### src/rtl/pzbcm_lzd_seq.sv
// Multi-cycle leading-zero/leading-one counter: latches a normalised vector and
// scans it one CHUNK-bit slice per cycle from bit 0 upward, stopping at the first hit.
module pzbcm_lzd_seq #(
    parameter int WIDTH = 64,
    parameter int CHUNK = 16,
    localparam int CHUNKS = (WIDTH + CHUNK - 1) / CHUNK,
    localparam int COUNT_WIDTH = $clog2(WIDTH + 1)
) (
    input  logic                   i_clk,
    input  logic                   i_rst,
    input  logic                   i_clear,
    input  logic                   i_valid,
    output logic                   o_ready,
    input  logic [WIDTH-1:0]       i_bits,
    input  logic                   i_from_msb,
    input  logic                   i_count_ones,
    output logic                   o_valid,
    input  logic                   i_ready,
    output logic [COUNT_WIDTH-1:0] o_count,
    output logic                   o_all
);

    localparam int PAD_WIDTH = CHUNKS * CHUNK;
    localparam int IDX_WIDTH = (CHUNKS > 1) ? $clog2(CHUNKS) : 1;
    localparam logic [IDX_WIDTH-1:0] LAST_IDX = IDX_WIDTH'(CHUNKS - 1);

    typedef enum logic [1:0] {
        IDLE = 2'd0,
        SCAN = 2'd1,
        DONE = 2'd2
    } state_e;

    state_e                 state;
    state_e                 state_next;
    logic [IDX_WIDTH-1:0]   idx;
    logic [PAD_WIDTH-1:0]   data;
    logic [PAD_WIDTH-1:0]   norm_bits;
    logic [CHUNK-1:0]       slice;
    logic                   slice_hit;
    logic [COUNT_WIDTH-1:0] slice_pos;
    logic [COUNT_WIDTH-1:0] hit_count;
    logic                   accept;

    // Handshakes: a transfer happens on a rising edge where valid and ready are both
    // high; o_valid holds with a stable result until i_ready, only reset/clear drop it.
    assign o_ready = (state == IDLE);
    assign o_valid = (state == DONE);
    assign accept  = i_valid && o_ready;

    // Bit-reverse for MSB-first and invert for ones-counting, so the scan is always
    // a search for the lowest set bit; the padding above WIDTH stays zero.
    always_comb begin
        norm_bits = '0;
        for (int i = 0; i < WIDTH; i++) begin
            norm_bits[i] = (i_from_msb ? i_bits[WIDTH-1-i] : i_bits[i]) ^ i_count_ones;
        end
    end

    always_comb begin
        slice = '0;
        for (int c = 0; c < CHUNKS; c++) begin
            if (idx == IDX_WIDTH'(c)) begin
                slice = data[c*CHUNK +: CHUNK];
            end
        end
    end

    always_comb begin
        slice_hit = |slice;
        slice_pos = '0;
        for (int i = CHUNK - 1; i >= 0; i--) begin
            if (slice[i]) begin
                slice_pos = COUNT_WIDTH'(i);
            end
        end
        hit_count = COUNT_WIDTH'(idx) * COUNT_WIDTH'(CHUNK) + slice_pos;
    end

    always_comb begin
        state_next = state;
        case (state)
            IDLE:    if (accept) state_next = SCAN;
            SCAN:    if (slice_hit || (idx == LAST_IDX)) state_next = DONE;
            DONE:    if (i_ready) state_next = IDLE;
            default: state_next = IDLE;
        endcase
        if (i_rst || i_clear) begin
            state_next = IDLE;
        end
    end

    always_ff @(posedge i_clk) begin
        if (i_rst) begin
            state <= IDLE;
        end else begin
            state <= state_next;
        end
    end

    always_ff @(posedge i_clk) begin
        if (i_rst) begin
            idx     <= '0;
            data    <= '0;
            o_count <= '0;
            o_all   <= 1'b0;
        end else if (i_clear) begin
            idx <= '0;
        end else begin
            case (state)
                IDLE: begin
                    if (accept) begin
                        data <= norm_bits;
                        idx  <= '0;
                    end
                end
                SCAN: begin
                    if (slice_hit) begin
                        o_count <= hit_count;
                        o_all   <= 1'b0;
                    end else if (idx == LAST_IDX) begin
                        o_count <= COUNT_WIDTH'(WIDTH);
                        o_all   <= 1'b1;
                    end else begin
                        idx <= idx + IDX_WIDTH'(1);
                    end
                end
                default: ;
            endcase
        end
    end

endmodule

### config.mk
export PLATFORM = sky130hd
export DESIGN_NAME = pzbcm_lzd_seq
export DESIGN_NICKNAME = d
export VERILOG_FILES = /design/src/rtl/pzbcm_lzd_seq.sv
export SDC_FILE = /design/constraint.sdc
export NUM_CORES = 1
export LEC_CHECK = 0
export CAP_MARGIN = 20
export CORE_UTILIZATION = 59
export DETAILED_ROUTE_END_ITERATION = 10
export PLACE_DENSITY = 0.87
export SLEW_MARGIN = 25
export SYNTH_ARGS = -nofsm -noshare
export SYNTH_HDL_FRONTEND = slang
export SYNTH_SLANG_ARGS = --single-unit
### constraint.sdc
create_clock -name i_clk -period 6.85 [get_ports i_clk]
set_input_delay 1.37 -clock i_clk [delete_from_list [all_inputs] [get_ports i_clk]]
set_output_delay 1.37 -clock i_clk [all_outputs]
set_load 0.02 [all_outputs]
==> results.md <==
- The run finished with clean final reports.
- The commonest non-fill, non-tap cell in the layout is nand2_1.
- The number of buffers created by CTS is 9.
- The number of buffers inserted by hold repair at cts is 0.
- The final number of hold-violating endpoints was 0.
- In this run the horizontal extent of the chip is 94.4 um.
- The worst register-to-register path begins at idx[0].
- In this run the worst path has a maximum fanout of 23.
- Dividing the detail-routed via count by the number of cells gives 5.69.
- The CTS tree is done.
- Clock latency on the worst-skew pair, taken at its later pin, is 0.34 ns.
- The pin count of the biggest net entering global routing is 73.
- The launch instance of the worst min-delay path is data[29].
- The number of nets in the layout is 746.
- Cells fill about 72% of the core in the end.
- The area fraction of the dominant cell type after synthesis is 29.8%.
- The effective utilization at floorplan is a little over 60%.
- Setup violations remaining at the end of the flow were counted as 0.
- Routability-driven placement finished with a final weighted congestion of 0.881.
- The clock net in this run drives a total of 75 sinks.
- The number of vias in the routed layout is 4442.
- The data required time of the critical path is 7.07 ns.
- The setup slack on the worst flop-to-flop path is 3.68 ns.
- Yosys printed 0 warnings.
- The dominant register cell in the synthesized netlist is dfxtp_1.
- STA puts the critical path data arrival time at 3.39 ns.
- The total overflow reported by the global router is 0.
- The post-cts sizing count is 0.
- The I/O pin count is 81.
- The critical path is of the reg2reg type.
- In the final layout, the share of cells above drive strength 1 is 6.22%.
- The worst setup path is launched from a flip-flop.
- Summed over all layers, the routed wires come to 11.9 mm.
- Walking the worst path, the cells encountered are inv_1 > ha_1 > inv_1 > a2bb2oi_1 > o31ai_1 > nand2_1 > or3_1 > nor3b_4 > a32o_1.
- Yosys mapped a number of flops with a built-in enable equal to 0.
- The max capacitance violation total is 0.
- The critical-path cell with the highest stage delay is ha_1.
- For this run, design rule violations remaining after detail routing come to 0.
- The library cells used most frequently in the layout, excluding fill and tap cells, are 153 x nand2_1, 80 x a21oi_1, 77 x clkdlybuf4s50_1.
- Sequential elements use 29.8% of the synthesized area.
- Summed over all nets, the half-perimeter wirelength after detailed placement is 8.64 mm.
- The via count of the first global-routing pass is 4072.
- The average routed wire per standard cell is ~15 um.
- The synthesized design spends more area on one cell type than any other, namely dfxtp_1.
- The repair_antennas step left the layout with diodes totalling 0.
- The power per unit of standard cell area is 186 nW/um^2.
- Counting cells, the worst reg-to-reg path comes to 9.
- The count of final max-slew check failures came to 0.
- After routing, the total negative slack on setup checks comes to 0 ns.
- The global-route wire length before repair is between 15 and 20 mm.
- The worst path in the final design needs a cycle of 3.17 ns, including I/O delays and setup.
- Once the clock tree was built, the setup fixing pass inserted 0 buffers.
- The number of buffers and inverters on the critical path is 2.
- The maximum clock insertion buffer count is 2.
- The most frequent cell on the critical path is inv_1.
- The average instance in the mapped netlist occupies approximately 8.0 sq um.
- In this design, the stage delay of the slowest critical-path cell is 0.67 ns.
- The number of fillers in the final layout is 696.
- When the netlist entered floorplanning its net count stood at roughly 700.
- Yosys mapped the design onto 56 distinct sky130hd cell types.
- The number of antenna violations at the first check in global routing is 0.
- In the post-synthesis netlist, the biggest area contributors are dfxtp_1 30%, mux2i_1 13%, nand2_1 11%.
- Global routing consumed, over all layers together, 27.9% of the routing resources.
- The mapped netlist covers 5040 sq um.
- Headroom to the max-slew limit came out at between 30 and 40%.
- For hold timing, the worst endpoint is data[29].
- The transition time at the pin with the least slew margin is a little over 1 ns.
- The die height is 94.4 um.
- The H-tree was split into 3 levels.
- The number of cells produced by synthesis is 626.
- Once detail routing completed, the nets flagged for antenna violations numbered 0.
- The floorplan row count is 33.
- The element type at the critical path end is a flip-flop.
- Based on the critical path, the design can be clocked at up to 316 MHz.
- The count of buffers added on input and output ports is 80.
- The number of DRC markers after the initial detailed-route iteration is 258.
- Setup repair after global routing left no endpoint under its margin.
- The post-CTS clock slew at the launch and capture registers of the worst setup and hold paths is 0.08 ns.
- The share of synthesized registers carrying an async set or reset is 0%.
- The area taken by flip-flops and latches is 1500 sq um.
- The critical register-to-register path endpoint is o_count[1].
- Across the routed clock network, the largest skew measured is about 0.014 ns.
- The full die area is 8910 sq um.
- The multi-input combinational cells in the finished layout cover a total of 3260 sq um.
- The synthesized design contains 75 register bits.
- In this design, the largest share of critical-path delay is due to compound AO/OA/AOI/OAI gates.
- In this run the clock root is driven by a clkbuf_8.
- The worst-case IR drop observed on VDD is about 0.00014 V.
- The number of search-and-repair iterations in the first detailed-routing pass is 5.
- The tightest min-delay check is of the reg2reg type.
- The analysis attributes to cell leakage a power of 2.23 nW.
- The area of the core region is about 8300 sq um.
- Compared with the post-synthesis result, the final layout area differs by 18.4%.
- The worst hold path depth is 2.
- Of the available clock period, the critical path in the final layout requires 46.2%.
[worst register-to-register path, cell delays in order (launching register included)]
cell and delay, ns:
dfxtp_1 0.38, inv_1 0.11, ha_1 0.67, inv_1 0.28
a2bb2oi_1 0.22, o31ai_1 0.36, nand2_1 0.19, or3_1 0.37
nor3b_4 0.18, a32o_1 0.28
[cells by family after synthesis]
logic type                 Yosys count  synth area share, %
AOI/OAI and AO/OA                  142                 18.5
xor gates and xnor gates            64                 11.1
adders and majority gates            4                0.993
buffers and inverters               58                 5.54
DFF                                 75                 29.8
muxes                               67                 13.3
and+or+nand+nor                    216                 20.8
[per-layer routing]
metal  part of all wire [%]  track usage (%)  up-vias
met5                      0                0        -
met4                    1.6             8.59        0
met3                    4.2             4.27       14
met2                     48             47.7      120
met1                     46             36.0     2068
li1                       -                -     2240
[final cells by class]
cell class,count,share of cell area (%)
inverters,7,0.440
flip-flops and latches,75,25.2
clock buffers,10,2.31
clock inverters,5,1.30
well taps,105,2.20
repair buffers,85,13.9
multi-input cells,493,54.7
[cell usage after synthesis, types with 6 or more instances]
cell type,count
dfxtp_1,75
a21oi_1,80
nor2b_1,8
o21ai_0,9
xnor2_1,64
clkbuf_1,28
nand3b_1,12
nand2_1,153
nor2_1,8
buf_6,6
buf_1,10
mux2i_1,67
a211oi_1,8
inv_1,7
[stage by stage]
step / worst slack (ns) / cell area [sq um] / power, mW / cells / hold WS (ns)
CTS: 3.72 / 5970 / 1.11 / 780 / 0.455
global placement: 3.79 / 5750 / 0.742 / 765 / 0.442
finish: 3.68 / 5970 / 1.11 / 780 / 0.451
floorplan: 4.03 / 5040 / 0.664 / 626 / 0.427
detailed placement: 3.74 / 5750 / 0.749 / 765 / 0.447
global route: 3.49 / 5970 / 1.16 / 780 / 0.467
[worst max path at each step]
stage                     from          to  cells past startpoint
floorplan           i_from_msb     data[0]                      6
global placement       i_clear    data[10]                      5
detailed placement     i_clear    data[63]                      5
CTS                     idx[0]  o_count[1]                      9
global route            idx[0]  o_count[1]                      9
finish                  idx[0]  o_count[1]                      9
[power by group]
group	switching, mW	total (mW)	internal [mW]
Clock	0.158	0.370	0.212
Combinational	0.129	0.260	0.131
Sequential	0.0193	0.480	0.461
Total	0.306	1.11	0.804
[sequential cells by signal, summed over array words and instances (netlist names)]
name,count
data,64
o_count,7
idx,2
state,2
(Power assumes the default switching activity.)
